--- src/rtl/flag_status_unit_if.sv ---
// Bundle of the ALU-side stimulus and the flag/stack status signals for flag_status_unit.
// The master drives the writeback and stack controls; the slave (the flag unit) drives status.
interface flag_status_unit_if #(
   parameter int WIDTH = 16
);
   logic             stall;
   logic             flagWe;
   logic [3:0]       flagMask;
   logic             isSub;
   logic [WIDTH-1:0] aluResult;
   logic             opAMsb;
   logic             opBMsb;
   logic             carryOut;
   logic             loadEn;
   logic [3:0]       loadFlags;
   logic             push;
   logic             pop;
   logic             zFlag;
   logic             carryFlag;
   logic             signFlag;
   logic             overflowFlag;
   logic             stackEmpty;
   logic             stackFull;
   logic             stackErr;

   modport master (
      output stall, flagWe, flagMask, isSub, aluResult, opAMsb, opBMsb, carryOut,
             loadEn, loadFlags, push, pop,
      input  zFlag, carryFlag, signFlag, overflowFlag, stackEmpty, stackFull, stackErr
   );

   modport slave (
      input  stall, flagWe, flagMask, isSub, aluResult, opAMsb, opBMsb, carryOut,
             loadEn, loadFlags, push, pop,
      output zFlag, carryFlag, signFlag, overflowFlag, stackEmpty, stackFull, stackErr
   );
endinterface

--- src/rtl/flag_status_unit.sv ---
// Registered Z/C/S/V status flags with per-flag writeback masks, a direct load path
// and a small LIFO stack used to save/restore flags around interrupts.
// Flag vectors are ordered {V,S,C,Z}.
module flag_status_unit #(
   parameter int WIDTH       = 16,
   parameter int STACK_DEPTH = 4
) (
   input logic               clk,
   input logic               rst_n,
   flag_status_unit_if.slave bus
);
   localparam int IDX_W = $clog2(STACK_DEPTH);
   localparam int PTR_W = IDX_W + 1;

   logic [3:0]       flagsReg;
   logic [PTR_W-1:0] ptrReg;
   logic             errReg;
   logic [3:0]       stackMem [STACK_DEPTH];

   logic             compZ;
   logic             compS;
   logic             compV;
   logic [3:0]       computed;
   logic [3:0]       wbFlags;
   logic [3:0]       stackTop;
   logic [IDX_W-1:0] topIdx;
   logic             isEmpty;
   logic             isFull;
   logic             popOk;
   logic             popErr;
   logic             pushReq;
   logic             pushOk;
   logic             pushErr;

   // Flag values derived from the current ALU writeback
   assign compZ    = (bus.aluResult == '0);
   assign compS    = bus.aluResult[WIDTH-1];
   assign compV    = bus.isSub ? ((bus.opAMsb != bus.opBMsb) && (compS != bus.opAMsb))
                               : ((bus.opAMsb == bus.opBMsb) && (compS != bus.opAMsb));
   assign computed = {compV, compS, bus.carryOut, compZ};

   // Masked merge: flags whose mask bit is clear keep their registered value
   generate
      for (genvar gi = 0; gi < 4; gi++) begin : gMerge
         assign wbFlags[gi] = bus.flagMask[gi] ? computed[gi] : flagsReg[gi];
      end
   endgenerate

   // Stack occupancy and the qualified push/pop decisions; a push alongside a pop is dropped
   assign isEmpty  = (ptrReg == '0);
   assign isFull   = (ptrReg == PTR_W'(STACK_DEPTH));
   assign popOk    = bus.pop && !isEmpty;
   assign popErr   = bus.pop && isEmpty;
   assign pushReq  = bus.push && !bus.pop;
   assign pushOk   = pushReq && !isFull;
   assign pushErr  = pushReq && isFull;
   assign topIdx   = ptrReg[IDX_W-1:0] - IDX_W'(1);
   assign stackTop = stackMem[topIdx];

   // Live flags, stack pointer and sticky error; pop beats load beats writeback
   always_ff @(posedge clk or negedge rst_n) begin
      if (!rst_n) begin
         flagsReg <= '0;
         ptrReg   <= '0;
         errReg   <= 1'b0;
      end else if (!bus.stall) begin
         if (popOk) begin
            flagsReg <= stackTop;
            ptrReg   <= ptrReg - PTR_W'(1);
         end else begin
            if (bus.loadEn) begin
               flagsReg <= bus.loadFlags;
            end else if (bus.flagWe) begin
               flagsReg <= wbFlags;
            end
            if (pushOk) begin
               ptrReg <= ptrReg + PTR_W'(1);
            end
         end
         if (popErr || pushErr) begin
            errReg <= 1'b1;
         end
      end
   end

   // Stack storage saves the pre-update flags; contents need no reset
   always_ff @(posedge clk) begin
      if (!bus.stall && pushOk) begin
         stackMem[ptrReg[IDX_W-1:0]] <= flagsReg;
      end
   end

   assign bus.zFlag        = flagsReg[0];
   assign bus.carryFlag    = flagsReg[1];
   assign bus.signFlag     = flagsReg[2];
   assign bus.overflowFlag = flagsReg[3];
   assign bus.stackEmpty   = isEmpty;
   assign bus.stackFull    = isFull;
   assign bus.stackErr     = errReg;
endmodule

--- src/flat_wrapper.sv ---
// flat-port wrapper written by rule: the top's interface ports become plain ports
module flag_status_unit_flat 
#(
   parameter int WIDTH       = 16,
   parameter int STACK_DEPTH = 4
)
  (clk, rst_n, bus_stall, bus_flagWe, bus_flagMask, bus_isSub, bus_aluResult, bus_opAMsb, bus_opBMsb, bus_carryOut, bus_loadEn, bus_loadFlags, bus_push, bus_pop, bus_zFlag, bus_carryFlag, bus_signFlag, bus_overflowFlag, bus_stackEmpty, bus_stackFull, bus_stackErr);
  flag_status_unit_if #(.WIDTH(WIDTH)) bus_i ();
  input logic clk;
  input logic rst_n;
  input wire logic [$bits(bus_i.stall)-1:0] bus_stall;
  input wire logic [$bits(bus_i.flagWe)-1:0] bus_flagWe;
  input wire logic [$bits(bus_i.flagMask)-1:0] bus_flagMask;
  input wire logic [$bits(bus_i.isSub)-1:0] bus_isSub;
  input wire logic [$bits(bus_i.aluResult)-1:0] bus_aluResult;
  input wire logic [$bits(bus_i.opAMsb)-1:0] bus_opAMsb;
  input wire logic [$bits(bus_i.opBMsb)-1:0] bus_opBMsb;
  input wire logic [$bits(bus_i.carryOut)-1:0] bus_carryOut;
  input wire logic [$bits(bus_i.loadEn)-1:0] bus_loadEn;
  input wire logic [$bits(bus_i.loadFlags)-1:0] bus_loadFlags;
  input wire logic [$bits(bus_i.push)-1:0] bus_push;
  input wire logic [$bits(bus_i.pop)-1:0] bus_pop;
  output wire logic [$bits(bus_i.zFlag)-1:0] bus_zFlag;
  output wire logic [$bits(bus_i.carryFlag)-1:0] bus_carryFlag;
  output wire logic [$bits(bus_i.signFlag)-1:0] bus_signFlag;
  output wire logic [$bits(bus_i.overflowFlag)-1:0] bus_overflowFlag;
  output wire logic [$bits(bus_i.stackEmpty)-1:0] bus_stackEmpty;
  output wire logic [$bits(bus_i.stackFull)-1:0] bus_stackFull;
  output wire logic [$bits(bus_i.stackErr)-1:0] bus_stackErr;
  assign bus_i.stall = bus_stall;
  assign bus_i.flagWe = bus_flagWe;
  assign bus_i.flagMask = bus_flagMask;
  assign bus_i.isSub = bus_isSub;
  assign bus_i.aluResult = bus_aluResult;
  assign bus_i.opAMsb = bus_opAMsb;
  assign bus_i.opBMsb = bus_opBMsb;
  assign bus_i.carryOut = bus_carryOut;
  assign bus_i.loadEn = bus_loadEn;
  assign bus_i.loadFlags = bus_loadFlags;
  assign bus_i.push = bus_push;
  assign bus_i.pop = bus_pop;
  assign bus_zFlag = bus_i.zFlag;
  assign bus_carryFlag = bus_i.carryFlag;
  assign bus_signFlag = bus_i.signFlag;
  assign bus_overflowFlag = bus_i.overflowFlag;
  assign bus_stackEmpty = bus_i.stackEmpty;
  assign bus_stackFull = bus_i.stackFull;
  assign bus_stackErr = bus_i.stackErr;
  flag_status_unit #(.WIDTH(WIDTH), .STACK_DEPTH(STACK_DEPTH)) u_core (.clk(clk), .rst_n(rst_n), .bus(bus_i));
endmodule
--- config.mk ---
export PLATFORM = sky130hd
export DESIGN_NAME = flag_status_unit_flat
export DESIGN_NICKNAME = d
export VERILOG_FILES = /design/src/rtl/flag_status_unit_if.sv /design/src/rtl/flag_status_unit.sv /design/src/flat_wrapper.sv
export SDC_FILE = /design/constraint.sdc
export NUM_CORES = 1
export LEC_CHECK = 0
export CORE_MARGIN = 2
export CORE_UTILIZATION = 48
export CTS_CLUSTER_DIAMETER = 80
export DETAILED_ROUTE_END_ITERATION = 10
export GPL_ROUTABILITY_DRIVEN = 0
export PLACE_DENSITY = 0.85
export SYNTH_ARGS = -nofsm -noshare
export SYNTH_HDL_FRONTEND = slang
export SYNTH_SLANG_ARGS = --single-unit
--- constraint.sdc ---
create_clock -name clk -period 6.4 [get_ports clk]
set_clock_uncertainty 0.05 [all_clocks]
set_input_delay 1.28 -clock clk [delete_from_list [all_inputs] [get_ports clk]]
set_output_delay 1.28 -clock clk [all_outputs]
set_load 0.02 [all_outputs]
# Yosys cells after proc, flatten, opt, wreduce, memory -nomap -nowiden
# Memory sizes are Yosys's and may differ from the RTL's.
# Cells that the tools add are included.
# classes
n_mux,12
n_reduce_logical,27
bitwise,1
eq_ne,4
add_sub_neg,3
# op_table
op,n
logical NOT 16 bit,1
nonzero test 3 bit,5
two-way mux 4 bit,3
AND reduction 3 bit,4
logical AND 1 bit,8
two-way mux 1 bit,7
two-way mux 3 bit,2
logical NOT 1 bit,4
AND reduction 2 bit,2
adder 3 x 1 -> 3 bit (second input constant),1
== test 3 bit (second input constant),1
logical NOT 3 bit,1
subtractor 3 x 1 -> 3 bit (second input constant),1
inequality test 1 bit,2
nonzero test 2 bit,1
subtractor 2 x 1 -> 2 bit (second input constant),1
== test 1 bit,1
logical OR 1 bit,1
NOT 1 bit,1
# word_totals
mem_count,1
in_bits,35
word_cells,54
ff_bits,8
output_inout_bits,7
ram_bits,16
# mem_list
name,words,word_bits,read_ports,rd_clocked_by_memory_dff,wr,line_no,source
u_core.stackMem,4,4,1,0,1,flag_status_unit.sv:18,logic [3:0] stackMem [STACK_DEPTH];

# Logic depth before layout (Yosys ltp)
# logic_depth
word_depth,7
ltp_mapped,13
mapped_depth_nobuf,10

# Worst setup path before layout
# Ideal clock, no wire load.
# synth_path
path_type,reg2out
startpoint,register u_core.ptrReg[0]
endpoint,output port bus_stackEmpty
path_stages_with_launch,7
slack_ns,3.899
n_path_buf,2
arrival_time_ns,1.171
cell_sequence,dfrtp_1 -> buf_6 -> inv_1 -> ha_1 -> nand2b_1 -> buf_2 -> inv_1
# synth_via
elab_chain_cells,1
# synth_rtl
element,line_no,source
"start, declared",flag_status_unit.sv:16,logic [PTR_W-1:0] ptrReg;
"start signal, assigned",flag_status_unit.sv:69,ptrReg <= ptrReg - PTR_W'(1);
"start signal, assigned",flag_status_unit.sv:77,ptrReg <= ptrReg + PTR_W'(1);
logical NOT 3 bit,flag_status_unit.sv:50,assign isEmpty = (ptrReg == '0);
"end, declared",flat_wrapper.sv:27,output wire logic [$bits(bus_i.stackEmpty)-1:0] bus_stackEmpty;
# Every way passes these cells.

# Final worst setup path
# Ends and elaborated chain as after synthesis.

==> flow_summary.json <==
{
  "status": "finished clean",
  "yosysWarnings": 0,
  "drt_iter0_markers": 45,
  "place_area_mm2": 0.00167,
  "fp.dieH_um": 55.2,
  "min-delay-path-class": "reg2reg",
  "p_sw_mw": 0.202,
  "crit_chain": "inv_1 > ha_1 > nand2b_1 > inv_1 > clkdlybuf4s50_1",
  "setup_tns_ns": 0,
  "multi_input_area_um2": 527,
  "num_antenna_cells": 0,
  "ir_worst_vdd_v": 0.000280,
  "postCtsResizedCells": 0,
  "holdWs_ns": 0.450,
  "worstSetupEndpoint": "bus_stackEmpty",
  "cap_violations": 0,
  "place_inst": 163,
  "timing.rr.end": "u_core.ptrReg[2]$_DFFE_PN0P_",
  "final-hold-violation-count": 0,
  "grt_max_degree": 15,
  "crit_slowest_cell": "dfrtp_1",
  "grtUsageTotal": 0.202,
  "worstReg2RegStart": "u_core.ptrReg[0]$_DFFE_PN0P_",
  "vias": 981,
  "critPathCaptureType": "output port",
  "finalSetupViolations": 0,
  "r2r_setup_slack_ns": 3.80,
  "wl_per_cell_um": 17.3,
  "synthDistinctLibCells": 35,
  "rows": 18,
  "post-dp-hpwl_um": 2360,
  "seq_area_frac_synth": 0.541,
  "clkTransAtPathRegs_ns": 0.12,
  "clock_latency_ns": 0.33,
  "grt_overflow": 0,
  "pwr-share-seq": 0.410,
  "cp_max_fo": 9,
  "final_cell_mix": "clkdlybuf4s50_1, edfxtp_1, dfrtp_1",
  "syn2layout_area_growth_pct": 37.2,
  "drc_errors": 0,
  "wl_um": 2890,
  "final_common_cell": "clkdlybuf4s50_1",
  "io_buffers": 41,
  "viasPerCell": 5.87,
  "synth_nets": 138,
  "fin_area_mm2": 0.00173,
  "crit_type": "reg2out",
  "clockPowerShare": 0.184,
  "drive_above_1_share": 0.0584,
  "cellLeakagePower_nw": 0.650,
  "grt_pass1_vias": 971,
  "cp_data_arrival_time_ns": 2.22,
  "slew_violations": 0,
  "syn-instance-count": 98,
  "crit_top_cell": "inv_1",
  "startpoint": "u_core.ptrReg[0]$_DFFE_PN0P_",
  "cts_max_path_buffers": 2,
  "seqCellArea_um2": 681,
  "synth_top_cell_by_area": "edfxtp_1",
  "final_util": 0.697,
  "antenna_found_initial": 0,
  "swShare": 0.336,
  "ys_ff_latch": 24,
  "reg2regPathDepth": 10,
  "syn-mean-instance-area_um2": 12.8,
  "drt_pre_antenna_iters": 4,
  "initial_utilization": 0.508,
  "numCtsBuffers": 3,
  "fp.coreArea_mm2": 0.00248,
  "cts_tree": "yes",
  "cts_setup_buffers": 0,
  "pwr-share-comb": 0.406,
  "root_buffer": "clkbuf_4",
  "h-tree-depth": 1,
  "met1_usage": 0.288,
  "relSlewSlack": 0.718,
  "drtAntennaViolNets": 0,
  "fmax_mhz": 282,
  "synth_top_cell_area_share": 0.382,
  "n_fill_cell": 178,
  "powerDensity_mw_per_mm2": 348,
  "yosys-top-cells-area": "edfxtp_1, dfrtp_1, mux4_1, ha_1, a221oi_1",
  "ios": 42,
  "tightest_slew_ns": 0.424,
  "worstPathRequired_ns": 5.07,
  "cts.sinks": 24,
  "slowest_delay_ns": 0.59,
  "cts_hold_buf": 0,
  "p_int_mw": 0.398,
  "layout_min_cycle_time_ns": 3.55,
  "syn_area_mm2": 0.00126,
  "die_area_mm2": 0.00305,
  "start_kind": "register",
  "nets": 178,
  "met3_usage": 0.0539,
  "die_x_um": 55.2,
  "busiest_layer": "met2",
  "grt_pass1_wl_um": 4800,
  "stdcell_count": 167,
  "use_met2": 0.310,
  "timing.final.crit_share": 0.555,
  "rsz0062_at_grt": "no"
}
## synth_stat cells
cell / instances
a211oi_1: 2
a21oi_1: 2
a221oi_1: 5
a31o_2: 1
a31oi_1: 1
and2_1: 5
and3_1: 1
and4_1: 1
buf_2: 2
buf_6: 1
clkbuf_1: 3
dfrtp_1: 8
edfxtp_1: 16
ha_1: 5
inv_1: 5
mux2_2: 1
mux2i_1: 1
mux4_1: 3
mux4_2: 1
nand2_1: 4
nand2b_1: 1
nand3_1: 2
nand3b_1: 1
nand4b_1: 1
nor2_1: 6
nor2b_1: 2
nor3_1: 1
nor4_1: 3
o21ai_0: 3
o21bai_1: 1
o41a_1: 1
o41ai_1: 3
or4b_2: 1
xnor2_1: 2
xor2_1: 2
## worst max-delay path: cells and delay by family, from the launching register on
kind	cells	cell delay, ns
fa+ha+maj	1	0.28
simple gates	1	0.26
flops	1	0.59
buf+inv	3	0.77
## registers in the layout (all words and copies together) (netlist names)
register	cells
u_core.ptrReg	3
u_core.bus.stackErr	1
u_core.flagsReg	4
u_core.stackMem	16
## per-layer routing
layer / share of wire / wire, µm
met3: 0.052 / 149
met1: 0.44 / 1270
met2: 0.50 / 1450
met5: 0 / 0
met4: 0.0080 / 23
## worst min path at each step
stage / slack, ns / depth (start not counted) / to / startpoint
floorplan: 0.44 / 1 / u_core.ptrReg[2]$_DFFE_PN0P_ / u_core.ptrReg[2]$_DFFE_PN0P_
global placement: 0.41 / 1 / u_core.bus.stackErr$_DFFE_PN0P_ / u_core.bus.stackErr$_DFFE_PN0P_
detailed placement: 0.40 / 1 / u_core.bus.stackErr$_DFFE_PN0P_ / u_core.bus.stackErr$_DFFE_PN0P_
CTS: 0.45 / 1 / u_core.bus.stackErr$_DFFE_PN0P_ / u_core.bus.stackErr$_DFFE_PN0P_
global route: 0.48 / 1 / u_core.bus.stackErr$_DFFE_PN0P_ / u_core.bus.stackErr$_DFFE_PN0P_
finish: 0.45 / 1 / u_core.bus.stackErr$_DFFE_PN0P_ / u_core.bus.stackErr$_DFFE_PN0P_
## kinds of logic (layout without fill, tap and decap cells)
kind of cell | after synthesis | in the layout | synth area share
buffers and inverters | 11 | 50 | 0.0408
XOR/XNOR | 4 | 4 | 0.0278
AND/OR/NAND/NOR | 29 | 29 | 0.129
AO/OA/AOI/OAI | 19 | 19 | 0.114
adder cells (fa/ha/maj) | 5 | 5 | 0.0497
flip-flops | 24 | 24 | 0.541
multiplexers | 6 | 6 | 0.0974
## final cells by class
| cell class | instances | share of cell area |
|---|---|---|
| repair buffers | 41 | 0.238 |
| flip-flops and latches | 24 | 0.394 |
| multi-input cells | 63 | 0.305 |
| well taps | 30 | 0.0217 |
| clock buffers | 3 | 0.0130 |
| clock inverters | 1 | 0.0174 |
| inverters | 5 | 0.0109 |
## power groups by stage
| stage | Clock (mW) | Sequential [mW] | Combinational, mW |
|---|---|---|---|
| 2_1_floorplan | 0 | 0.250 | 0.148 |
| 3_3_place_gp | 0 | 0.247 | 0.233 |
| 3_5_place_dp | 0 | 0.251 | 0.244 |
| 4_1_cts | 0.112 | 0.247 | 0.246 |
| 5_1_grt | 0.120 | 0.253 | 0.264 |
| 6_report | 0.110 | 0.246 | 0.244 |
## through the flow
stage	power, mW	worst slack (ns)
2_1_floorplan	0.398	3.90
3_3_place_gp	0.480	3.25
3_5_place_dp	0.495	3.12
4_1_cts	0.605	2.83
5_1_grt	0.638	2.73
6_report	0.600	2.85
Power figures use the tool's default switching activity.
